## src/rtl/timebase_defs.sv

```systemverilog
// Shared definitions for the programmable timebase: FSM state
// encodings and default port widths.
package timebase_defs;

  typedef enum logic [1:0] {
    ST_IDLE = 2'd0,
    ST_RUN  = 2'd1,
    ST_DONE = 2'd2
  } state_e;

  localparam int DEF_PRESCALE_W = 8;
  localparam int DEF_COUNT_W    = 16;

endpackage

```

## src/rtl/timebase_tick_gen_prescaler.sv

```systemverilog
// Loadable down-counter with a reload value and enable.
// Registered one-cycle pulse on each terminal (zero) count.
module tick_prescaler
  import timebase_defs::*;
#(
  parameter int W = DEF_PRESCALE_W
) (
  input  logic         clock,
  input  logic         reset,
  input  logic         load,
  input  logic         en,
  input  logic [W-1:0] load_val,
  input  logic [W-1:0] reload,
  output logic         fire,
  output logic         pulse
);

  logic [W-1:0] cnt_q, cnt_d;
  logic         pulse_q, pulse_d;

  always_comb begin
    fire    = en && (cnt_q == '0);
    cnt_d   = cnt_q;
    pulse_d = fire;
    if (load) begin
      cnt_d = load_val;
    end else if (en) begin
      cnt_d = fire ? reload : cnt_q - W'(1);
    end
  end

  always_ff @(posedge clock) begin
    if (reset) begin
      cnt_q   <= '0;
      pulse_q <= 1'b0;
    end else begin
      cnt_q   <= cnt_d;
      pulse_q <= pulse_d;
    end
  end

  assign pulse = pulse_q;

endmodule

```

## src/rtl/timebase_tick_gen.sv

```systemverilog
// Programmable timebase: bursts of periodic one-cycle ticks.
// Build option TIMEBASE_TICK_GEN_AUTORELOAD_EN restarts bursts from DONE.
module timebase_tick_gen
  import timebase_defs::*;
#(
  parameter int PRESCALE_W = DEF_PRESCALE_W,
  parameter int COUNT_W    = DEF_COUNT_W
) (
  input  logic                  clock,
  input  logic                  reset,
  input  logic                  start,
  input  logic                  stop,
  input  logic [PRESCALE_W-1:0] prescale,
  input  logic [COUNT_W-1:0]    burst_len,
  output logic                  tick,
  output logic                  busy,
  output logic                  done,
  output logic [COUNT_W-1:0]    tick_count
);

  state_e                  state_q, state_d;
  logic [PRESCALE_W-1:0]   p_q, p_d;
  logic [COUNT_W-1:0]      l_q, l_d;
  logic [COUNT_W-1:0]      cnt_q, cnt_d;
  logic                    busy_q, busy_d;
  logic                    done_q, done_d;
  logic                    ld, en, fire, tick_pulse;
  logic [PRESCALE_W-1:0]   ld_val;
  logic                    term_seen;

  // Terminal tick was issued last cycle; no further ticks this burst.
  assign term_seen = tick_pulse && (l_q != '0) && (cnt_q == l_q);

  always_comb begin
    state_d = state_q;
    p_d     = p_q;
    l_d     = l_q;
    cnt_d   = cnt_q;
    ld      = 1'b0;
    ld_val  = p_q;
    en      = 1'b0;
    unique case (state_q)
      ST_IDLE: begin
        if (start && !stop) begin
          state_d = ST_RUN;
          p_d     = prescale;
          l_d     = burst_len;
          cnt_d   = '0;
          ld      = 1'b1;
          ld_val  = prescale;
        end
      end
      ST_RUN: begin
        en = !term_seen;
        if (fire) cnt_d = cnt_q + COUNT_W'(1);
        if (stop) begin
          state_d = ST_IDLE;
        end else if (term_seen) begin
          state_d = ST_DONE;
          ld      = 1'b1;
        end
      end
      ST_DONE: begin
`ifdef TIMEBASE_TICK_GEN_AUTORELOAD_EN
        en      = 1'b1;
        state_d = ST_RUN;
        cnt_d   = COUNT_W'(fire);
`else
        state_d = ST_IDLE;
`endif
      end
      default: state_d = ST_IDLE;
    endcase
    busy_d = (state_d != ST_IDLE);
    done_d = (state_d == ST_DONE);
  end

  always_ff @(posedge clock) begin
    if (reset) begin
      state_q <= ST_IDLE;
      p_q     <= '0;
      l_q     <= '0;
      cnt_q   <= '0;
      busy_q  <= 1'b0;
      done_q  <= 1'b0;
    end else begin
      state_q <= state_d;
      p_q     <= p_d;
      l_q     <= l_d;
      cnt_q   <= cnt_d;
      busy_q  <= busy_d;
      done_q  <= done_d;
    end
  end

  tick_prescaler #(.W(PRESCALE_W)) u_presc (
    .clock    (clock),
    .reset    (reset),
    .load     (ld),
    .en       (en),
    .load_val (ld_val),
    .reload   (p_q),
    .fire     (fire),
    .pulse    (tick_pulse)
  );

  assign tick       = tick_pulse;
  assign busy       = busy_q;
  assign done       = done_q;
  assign tick_count = cnt_q;

endmodule

```

## config.mk

```make
export PLATFORM = sky130hd
export DESIGN_NAME = timebase_tick_gen
export DESIGN_NICKNAME = d
export VERILOG_FILES = /design/src/rtl/timebase_defs.sv /design/src/rtl/timebase_tick_gen_prescaler.sv /design/src/rtl/timebase_tick_gen.sv
export SDC_FILE = /design/constraint.sdc
export NUM_CORES = 1
export LEC_CHECK = 0
export ABC_CLOCK_PERIOD_IN_PS = 3600
export CAP_MARGIN = 20
export CORE_MARGIN = 4
export CORE_UTILIZATION = 30
export CTS_BUF_LIST = sky130_fd_sc_hd__clkbuf_4 sky130_fd_sc_hd__clkbuf_8
export DETAILED_ROUTE_END_ITERATION = 10
export SYNTH_ARGS = -nofsm -noshare
export SYNTH_HDL_FRONTEND = slang
export SYNTH_SLANG_ARGS = --single-unit
```

## constraint.sdc

```tcl
create_clock -name clock -period 3.6 [get_ports clock]
set_input_delay 0.72 -clock clock [delete_from_list [all_inputs] [get_ports clock]]
set_output_delay 0.72 -clock clock [all_outputs]
set_load 0.05 [all_outputs]
```

==> impl_metrics.sql, run 1 <==
INSERT INTO impl_metrics (metric_group, metric, value, unit) VALUES
('placement', 'dp_worst_setup_slack', '0.530', 'ns'),
('power_and_ir_drop', 'pwr_cell_area', '366', 'nW/um^2'),
('critical_path', 'depth_of_the_worst_register_to_register_path', '6', ''),
('clocking', 'tritoncts.num_buffers', '5', ''),
('logic_synthesis', 'synth-edff-count', '0', ''),
('critical_path', 'cp_cell_sequence', 'clkdlybuf4s50_1 -> or4b_2 -> o21ai_4 -> nand4_4 -> or4_1 -> a21oi_1', ''),
('timing', 'worst_clock_skew', '0.00945', 'ns'),
('cells_and_area', 'final_core_occ', '37.9', '%'),
('logic_synthesis', 'post_syn_area_per_cell', '8.07', 'sq um'),
('logic_synthesis', 'synth.ff_latch_count', '53', ''),
('min_path', 'timing.hold.worst.class', 'reg2reg', ''),
('logic_synthesis', 'post_synth_num_cell_types', '44', ''),
('timing', 'min_period_over_period', '75.8', '%'),
('logic_synthesis', 'synth_common_cells', 'nand2_1 (63), dfxtp_1 (53), a21oi_1 (39)', ''),
('timing', 'finalWorstPathRequiredPeriod', '2.73', 'ns'),
('detailed_routing', 'viasPerCell', '5.18', ''),
('global_route', 'overflow', '0', ''),
('timing', 'finalWorstSetupSlack', '0.872', 'ns'),
('logic_synthesis', 'syn_nets', '359', ''),
('cells_and_area', 'final-seq-area', '1060', 'sq um'),
('detailed_routing', 'drt_antenna_net_count', '0', ''),
('global_route', 'grt_first_pass_wirelength', '11.7', 'mm'),
('placement', 'dpl.cell_count', '468', ''),
('min_path', 'whs_endpoint', 'tick_count[15]$_SDFFE_PP0P_', ''),
('detailed_routing', 'drt-total-wl', '7.00', 'mm'),
('global_route', 'initial_antenna_violation_count', '0', ''),
('timing', 'setup-tns-final', '0', 'ns'),
('logic_synthesis', 'ffs_w_async_s_r_synth', '0', '%'),
('min_path', 'holdCritStartpoint', 'tick_count[15]$_SDFFE_PP0P_', ''),
('die', 'die-area', '10400', 'sq um'),
('timing', 'hold_viol_final', '0', ''),
('die', 'chip_height', '102', 'um'),
('clocking', 'postCtsHoldBufs', '0', ''),
('die', 'row_count', '34', ''),
('timing', 'max_clock_freq', '0.367', 'GHz'),
('critical_path', 'crit_slowest_cell', 'or4b_2', ''),
('placement', 'final_estimated_routing_congestion_in_global_placement', '0.791', ''),
('cells_and_area', 'multi_input_comb_area', '1490', 'sq um'),
('critical_path', 'worst_r2r_endpoint', 'tick_count[7]$_SDFFE_PP0P_', ''),
('timing', 'timing_max_transition_violations_final', '0', ''),
('cells_and_area', 'final_net_count', '397', ''),
('critical_path', 'critPathMaxFanout', '13', ''),
('timing', 'setup_viol', '0', ''),
('clocking', 'clk-insertion-delay-late', '0.31', 'ns'),
('timing', 'rsz0062_at_grt', 'no', ''),
('clocking', 'clk_pin_slew', '0.10', 'ns'),
('detailed_routing', 'vias', '2466', ''),
('critical_path', 'cp_data_required_time', '3.85', 'ns'),
('cells_and_area', 'post_route_design_area', '3290', 'sq um'),
('critical_path', 'r2r_slack', '0.90', 'ns'),
('logic_synthesis', 'ys_warn_count', '0', ''),
('critical_path', 'startpoint_of_the_most_critical_register_to_register_path', 'u_presc.cnt_q[3]$_SDFFE_PP0P_', ''),
('run', 'drv_cap', '0', ''),
('cells_and_area', 'layout.cells.non_filler', '476', ''),
('logic_synthesis', 'post_synth_main_area_contributors', 'dfxtp_1 (40%), nand2_1 (8.9%), a21oi_1 (7.3%)', ''),
('die', 'core_area', '8680', 'sq um'),
('clocking', 'cts.sink_count', '53', ''),
('min_path', 'worst_hold_path_depth', '2', ''),
('placement', 'port_buffers', '46', ''),
('run_status', 'run_status', 'finished, final reports clean', ''),
('power_and_ir_drop', 'max-vdd-ir-drop', '0.000131', 'V'),
('timing', 'finalHoldWorstSlack', '0.481', 'ns'),
('detailed_routing', 'drt_iter0_markers', '112', ''),
('global_route', 'via_count_of_the_first_global_routing_pass', '2328', ''),
('logic_synthesis', 'netlist.area_leader.share', '39.9', '%'),
('clocking', 'htree_levels', '2', ''),
('critical_path', 'critical_path.endpoint_type', 'register', ''),
('cells_and_area', 'layout.filler_cells', '933', ''),
('die', 'start_util', '30.6', '%'),
('critical_path', 'start_kind', 'primary input', ''),
('logic_synthesis', 'yosysMostFrequentCell', 'nand2_1', '');
-- flip-flops by register name (all words and copies together) (netlist names) --
| name | count |
|---|---|
| done | 1 |
| u_presc.pulse | 1 |
| busy | 1 |
| state_q | 2 |
| l_q | 16 |
| u_presc.cnt_q | 8 |
| p_q | 8 |
| tick_count | 16 |
-- cell type report --
| type | count | share of cell area, % |
|---|---|---|
| well taps | 108 | 4.11 |
| clock buffers | 5 | 2.09 |
| inverters | 6 | 0.685 |
| flip-flops and latches | 53 | 32.3 |
| multi-input cells | 251 | 45.4 |
| clock inverters | 3 | 0.533 |
| repair buffers | 50 | 14.9 |
-- worst max-delay path by stage --
stage,start,endpoint,slack (ns),cells after the start
after global placement,stop,tick_count[13]$_SDFFE_PP0P_,0.59,6
after global routing,u_presc.cnt_q[3]$_SDFFE_PP0P_,tick_count[9]$_SDFFE_PP0P_,0.73,6
after floorplan,tick_count[2]$_SDFFE_PP0P_,tick_count[3]$_SDFFE_PP0P_,0.83,9
after detailed placement,stop,tick_count[5]$_SDFFE_PP0P_,0.53,6
after CTS,stop,tick_count[5]$_SDFFE_PP0P_,0.87,6
final,stop,tick_count[7]$_SDFFE_PP0P_,0.87,6
-- worst max-delay path, delay by kind of cell --
| family | cells | cell delay, ns |
|---|---|---|
| and+or+nand+nor | 3 | 1.46 |
| AOI/OAI and AO/OA | 2 | 0.28 |
| buffers and inverters | 1 | 0.51 |
-- layout by cell type (no fill, tap or decap), types with 2 or more instances in the layout --
cell | synthesis | routed
nand2_1 | 63 | 63
dfxtp_1 | 53 | 53
clkdlybuf4s50_1 | 0 | 46
a21oi_1 | 39 | 39
nor2_1 | 16 | 16
xnor2_1 | 13 | 13
nand3_1 | 10 | 10
o21ai_0 | 10 | 10
or3_1 | 9 | 9
or4_1 | 9 | 9
and3_1 | 8 | 8
nand4_1 | 7 | 7
o31ai_1 | 7 | 7
inv_1 | 6 | 6
mux2i_1 | 6 | 6
nor4_1 | 6 | 6
xor2_1 | 6 | 6
nor3_1 | 5 | 5
clkbuf_8 | 0 | 5
buf_4 | 0 | 4
a2111oi_0 | 3 | 3
a31oi_1 | 3 | 3
a211o_1 | 3 | 3
o21a_1 | 3 | 3
nand2b_1 | 2 | 2
a21o_1 | 2 | 2
o22a_1 | 2 | 2
ha_1 | 2 | 2
clkinv_2 | 0 | 2
-- report_power, final --
| group | internal (mW) | switching (mW) | total [mW] |
|---|---|---|---|
| sequential | 0.609 | 0.0241 | 0.633 |
| clock | 0.135 | 0.203 | 0.337 |
| combinational | 0.104 | 0.128 | 0.232 |
| total | 0.848 | 0.355 | 1.20 |
-- metal layers --
layer  track usage, %  part of all wire (%)  vias to the layer above  wire length, um
met5                0                     0                        -                0
met4             4.64                   1.5                        0              104
met3             2.39                   3.8                        8              269
met1             20.4                    50                     1155             3500
li1                 -                     -                     1259                -
met2             20.8                    45                       44             3130
-- cells by family (layout without fill, tap and decap cells) --
| family | count (synthesis) | in the layout | synth area share [%] |
|---|---|---|---|
| adder cells (fa/ha/maj) | 2 | 2 | 0.942 |
| buffers and inverters | 25 | 64 | 4.10 |
| flip-flops | 53 | 53 | 39.9 |
| multiplexers | 7 | 7 | 2.68 |
| AO/OA/AOI/OAI | 80 | 80 | 19.0 |
| AND/OR/NAND/NOR | 143 | 143 | 27.1 |
| XOR/XNOR | 19 | 19 | 6.26 |
(Power assumes the default switching activity.)
==> run 2, diff against run 1 <==
--- a/config.mk
+++ b/config.mk
@@ -5,7 +5,7 @@
 export SDC_FILE = /design/constraint.sdc
 export NUM_CORES = 1
 export LEC_CHECK = 0
-export ABC_CLOCK_PERIOD_IN_PS = 3600
+export ABC_CLOCK_PERIOD_IN_PS = 2400
 export CAP_MARGIN = 20
 export CORE_MARGIN = 4
 export CORE_UTILIZATION = 30
==> constraint.sdc (replaced) <==
create_clock -name clock -period 2.4 [get_ports clock]
set_input_delay 0.48 -clock clock [delete_from_list [all_inputs] [get_ports clock]]
set_output_delay 0.48 -clock clock [all_outputs]
set_load 0.05 [all_outputs]
==> impl_metrics.sql, run 2 (synthesis results as in run 1) <==
INSERT INTO impl_metrics (metric_group, metric, value, unit) VALUES
('cells_and_area', 'layout.cells.most_common', 'nand2_1', ''),
('timing', 'max_clock_freq', '0.430', 'GHz'),
('global_route', 'gr-usage-met3', '2.73', '%'),
('placement', 'final_estimated_routing_congestion_in_global_placement', '0.821', ''),
('die', 'die-area', '10400', 'sq um'),
('cells_and_area', 'layout.cells.non_filler', '502', ''),
('detailed_routing', 'viasPerCell', '5.18', ''),
('clocking', 'clk_pin_slew', '0.10', 'ns'),
('critical_path', 'start_kind', 'primary input', ''),
('timing', 'min_period_over_period', '96.9', '%'),
('die', 'start_util', '30.6', '%'),
('clocking', 'cts.sink_count', '53', ''),
('critical_path', 'cp.arrival', '2.57', 'ns'),
('detailed_routing', 'drt_iter0_markers', '131', ''),
('global_route', 'global_route.peak_usage_layer', 'met2', ''),
('run', 'drv_cap', '0', ''),
('global_route', 'overflow', '0', ''),
('cells_and_area', 'final_core_occ', '40.7', '%'),
('min_path', 'worst_hold_path_depth', '2', ''),
('critical_path', 'worst_r2r_endpoint', 'tick_count[5]$_SDFFE_PP0P_', ''),
('detailed_routing', 'drt_antenna_net_count', '0', ''),
('min_path', 'holdCritStartpoint', 'p_q[1]$_SDFF_PP0_', ''),
('detailed_routing', 'wl_per_cell', '14.6', 'um'),
('die', 'dieWidth', '102', 'um'),
('global_route', 'via_count_of_the_first_global_routing_pass', '2412', ''),
('clocking', 'postCtsHoldBufs', '0', ''),
('min_path', 'whs_endpoint', 'p_q[1]$_SDFF_PP0_', ''),
('timing', 'worst_clock_skew', '0.0137', 'ns'),
('placement', 'dpl.cell_count', '494', ''),
('critical_path', 'r2r_slack', '0.09', 'ns'),
('critical_path', 'critPathMaxFanout', '8', ''),
('power_and_ir_drop', 'pwr_cell_area', '530', 'nW/um^2'),
('cells_and_area', 'area.growth.synth_to_final', '33.1', '%'),
('timing', 'rsz0062_at_grt', 'no', ''),
('cells_and_area', 'final_layout_size_suffix_gt1_share', '14.2', '%'),
('critical_path', 'cp_top_family', 'simple AND/OR/NAND/NOR gates', ''),
('die', 'core_area', '8680', 'sq um'),
('run_status', 'run_status', 'finished, final reports clean', ''),
('die', 'ios', '47', ''),
('global_route', 'grt_first_pass_wirelength', '11.9', 'mm'),
('clocking', 'cts-root-buf', 'clkbuf_8', ''),
('critical_path', 'critical_path.n_buffers_inverters', '1', ''),
('global_route', 'met1_track_demand_over_resource_in_global_routing', '20.1', '%'),
('timing', 'slew_headroom', '62.1', '%'),
('die', 'row_count', '34', ''),
('timing', 'finalWorstPathRequiredPeriod', '2.32', 'ns'),
('timing', 'max_slew.worst_pin.slew', '0.569', 'ns'),
('critical_path', 'depth_of_the_worst_register_to_register_path', '6', ''),
('cells_and_area', 'final_net_count', '423', ''),
('timing', 'setup_viol', '0', ''),
('critical_path', 'cp_cell_sequence', 'clkdlybuf4s50_1 -> or4b_2 -> o21ai_4 -> nand4_4 -> or4_1 -> a21oi_1', ''),
('detailed_routing', 'drt-total-wl', '7.32', 'mm'),
('placement', 'detailed_place_hpwl', '5.52', 'mm'),
('die', 'chip_height', '102', 'um'),
('clocking', 'tritoncts.num_buffers', '5', ''),
('clocking', 'tritoncts', 'done', ''),
('timing', 'hold_viol_final', '0', ''),
('critical_path', 'setup.worst_path.class', 'in2reg', ''),
('critical_path', 'cp_data_required_time', '2.64', 'ns'),
('placement', 'port_buffers', '46', ''),
('critical_path', 'critical_path.endpoint_type', 'register', ''),
('critical_path', 'cpPeakStageDelay', '0.71', 'ns'),
('global_route', 'grt_overall_usage', '14.2', '%'),
('clocking', 'clk-insertion-delay-late', '0.31', 'ns'),
('power_and_ir_drop', 'leakage', '1.29', 'nW'),
('detailed_routing', 'vias', '2602', ''),
('timing', 'timing_max_transition_violations_final', '0', ''),
('clocking', 'max_clock_buf_depth', '2', ''),
('critical_path', 'crit_slowest_cell', 'or4b_2', ''),
('detailed_routing', 'route.detailed.drc', '0', ''),
('global_route', 'grt_util_met2', '22.2', '%'),
('global_route', 'grt_start_max_net_pins', '32', ''),
('min_path', 'timing.hold.worst.class', 'reg2reg', ''),
('critical_path', 'startpoint_of_the_most_critical_register_to_register_path', 'u_presc.cnt_q[6]$_SDFFE_PP0P_', ''),
('cells_and_area', 'diodes', '0', ''),
('detailed_routing', 'drt_first_pass_iters', '4', ''),
('clocking', 'htree_levels', '2', ''),
('power_and_ir_drop', 'max-vdd-ir-drop', '0.000236', 'V'),
('cells_and_area', 'most-common-layout-cells', 'nand2_1 (63), clkdlybuf4s50_1 (46), dfxtp_1 (45), a21oi_1 (39), buf_4 (29)', ''),
('global_route', 'initial_antenna_violation_count', '0', '');
-- run 2: cell count changes in the layout (fill, tap and decap cells not counted), sizes merged --
cell / before / now
buf: 4 / 30
inv: 6 / 7
clkinvlp: 1 / 0
-- run 2: worst max-delay path by stage --
| stage | depth (start not counted) | slack, ns | endpoint | start |
|---|---|---|---|---|
| floorplan | 8 | 0.009 | tick_count[13]$_SDFFE_PP0P_ | u_presc.cnt_q[6]$_SDFFE_PP0P_ |
| detailed placement | 6 | -0.27 | tick_count[9]$_SDFFE_PP0P_ | start |
| finish | 6 | 0.08 | tick_count[5]$_SDFFE_PP0P_ | stop |
| CTS | 6 | 0.01 | tick_count[9]$_SDFFE_PP0P_ | u_presc.cnt_q[6]$_SDFFE_PP0P_ |
| global route | 6 | 0.01 | tick_count[7]$_SDFFE_PP0P_ | stop |
| global placement | 6 | -0.22 | tick_count[5]$_SDFFE_PP0P_ | stop |
-- run 2: worst reg2reg max path: stages (launching register included) --
cell and delay [ns]:
dfxtp_2 0.33, or4_4 0.56, or3_4 0.37, o21ai_4 0.19, nand4_4 0.17, or4_1 0.49, a21oi_1 0.15
-- run 2: area by class of cell --
| cell class | instances | area, sq um |
|---|---|---|
| fill | 932 | 5140 |
| clock inverter | 3 | 26.3 |
| multi-input combinational | 251 | 1510 |
| tap | 108 | 135 |
| inverter | 6 | 22.5 |
| clock buffer | 5 | 68.8 |
| timing repair buffer | 76 | 698 |
| sequential | 53 | 1070 |
-- run 2: what timing repair did --
action / in CTS / in global routing
endpoints found under the setup margin: 0 / 9
gates resized for setup: 0 / 3
buffers inserted: 0 / 0
-- run 2: metal layers --
| layer | part of all wire [%] | up-vias |
|---|---|---|
| li1 | - | 1307 |
| met1 | 47 | 1221 |
| met2 | 46 | 70 |
| met3 | 5.8 | 4 |
| met4 | 1.1 | 0 |
| met5 | 0 | - |
-- run 2: power breakdown --
group | leakage (nW) | internal [mW] | switching, mW
clock | 0.0487 | 0.213 | 0.310
sequential | 0.435 | 0.913 | 0.0311
combinational | 0.806 | 0.195 | 0.209
-- run 2: metrics by stage --
stage               cell area (sq um)  setup WS (ns)  total power, mW  TNS (ns)  hold WS, ns
global route                     3530         0.0143             1.96         0        0.507
global placement                 3430         -0.221             1.36     -2.81        0.455
CTS                              3520         0.0136             1.89         0        0.487
finish                           3530         0.0754             1.87         0        0.485
detailed placement               3430         -0.268             1.36     -3.33        0.472
floorplan                        2680        0.00895             1.21         0        0.448
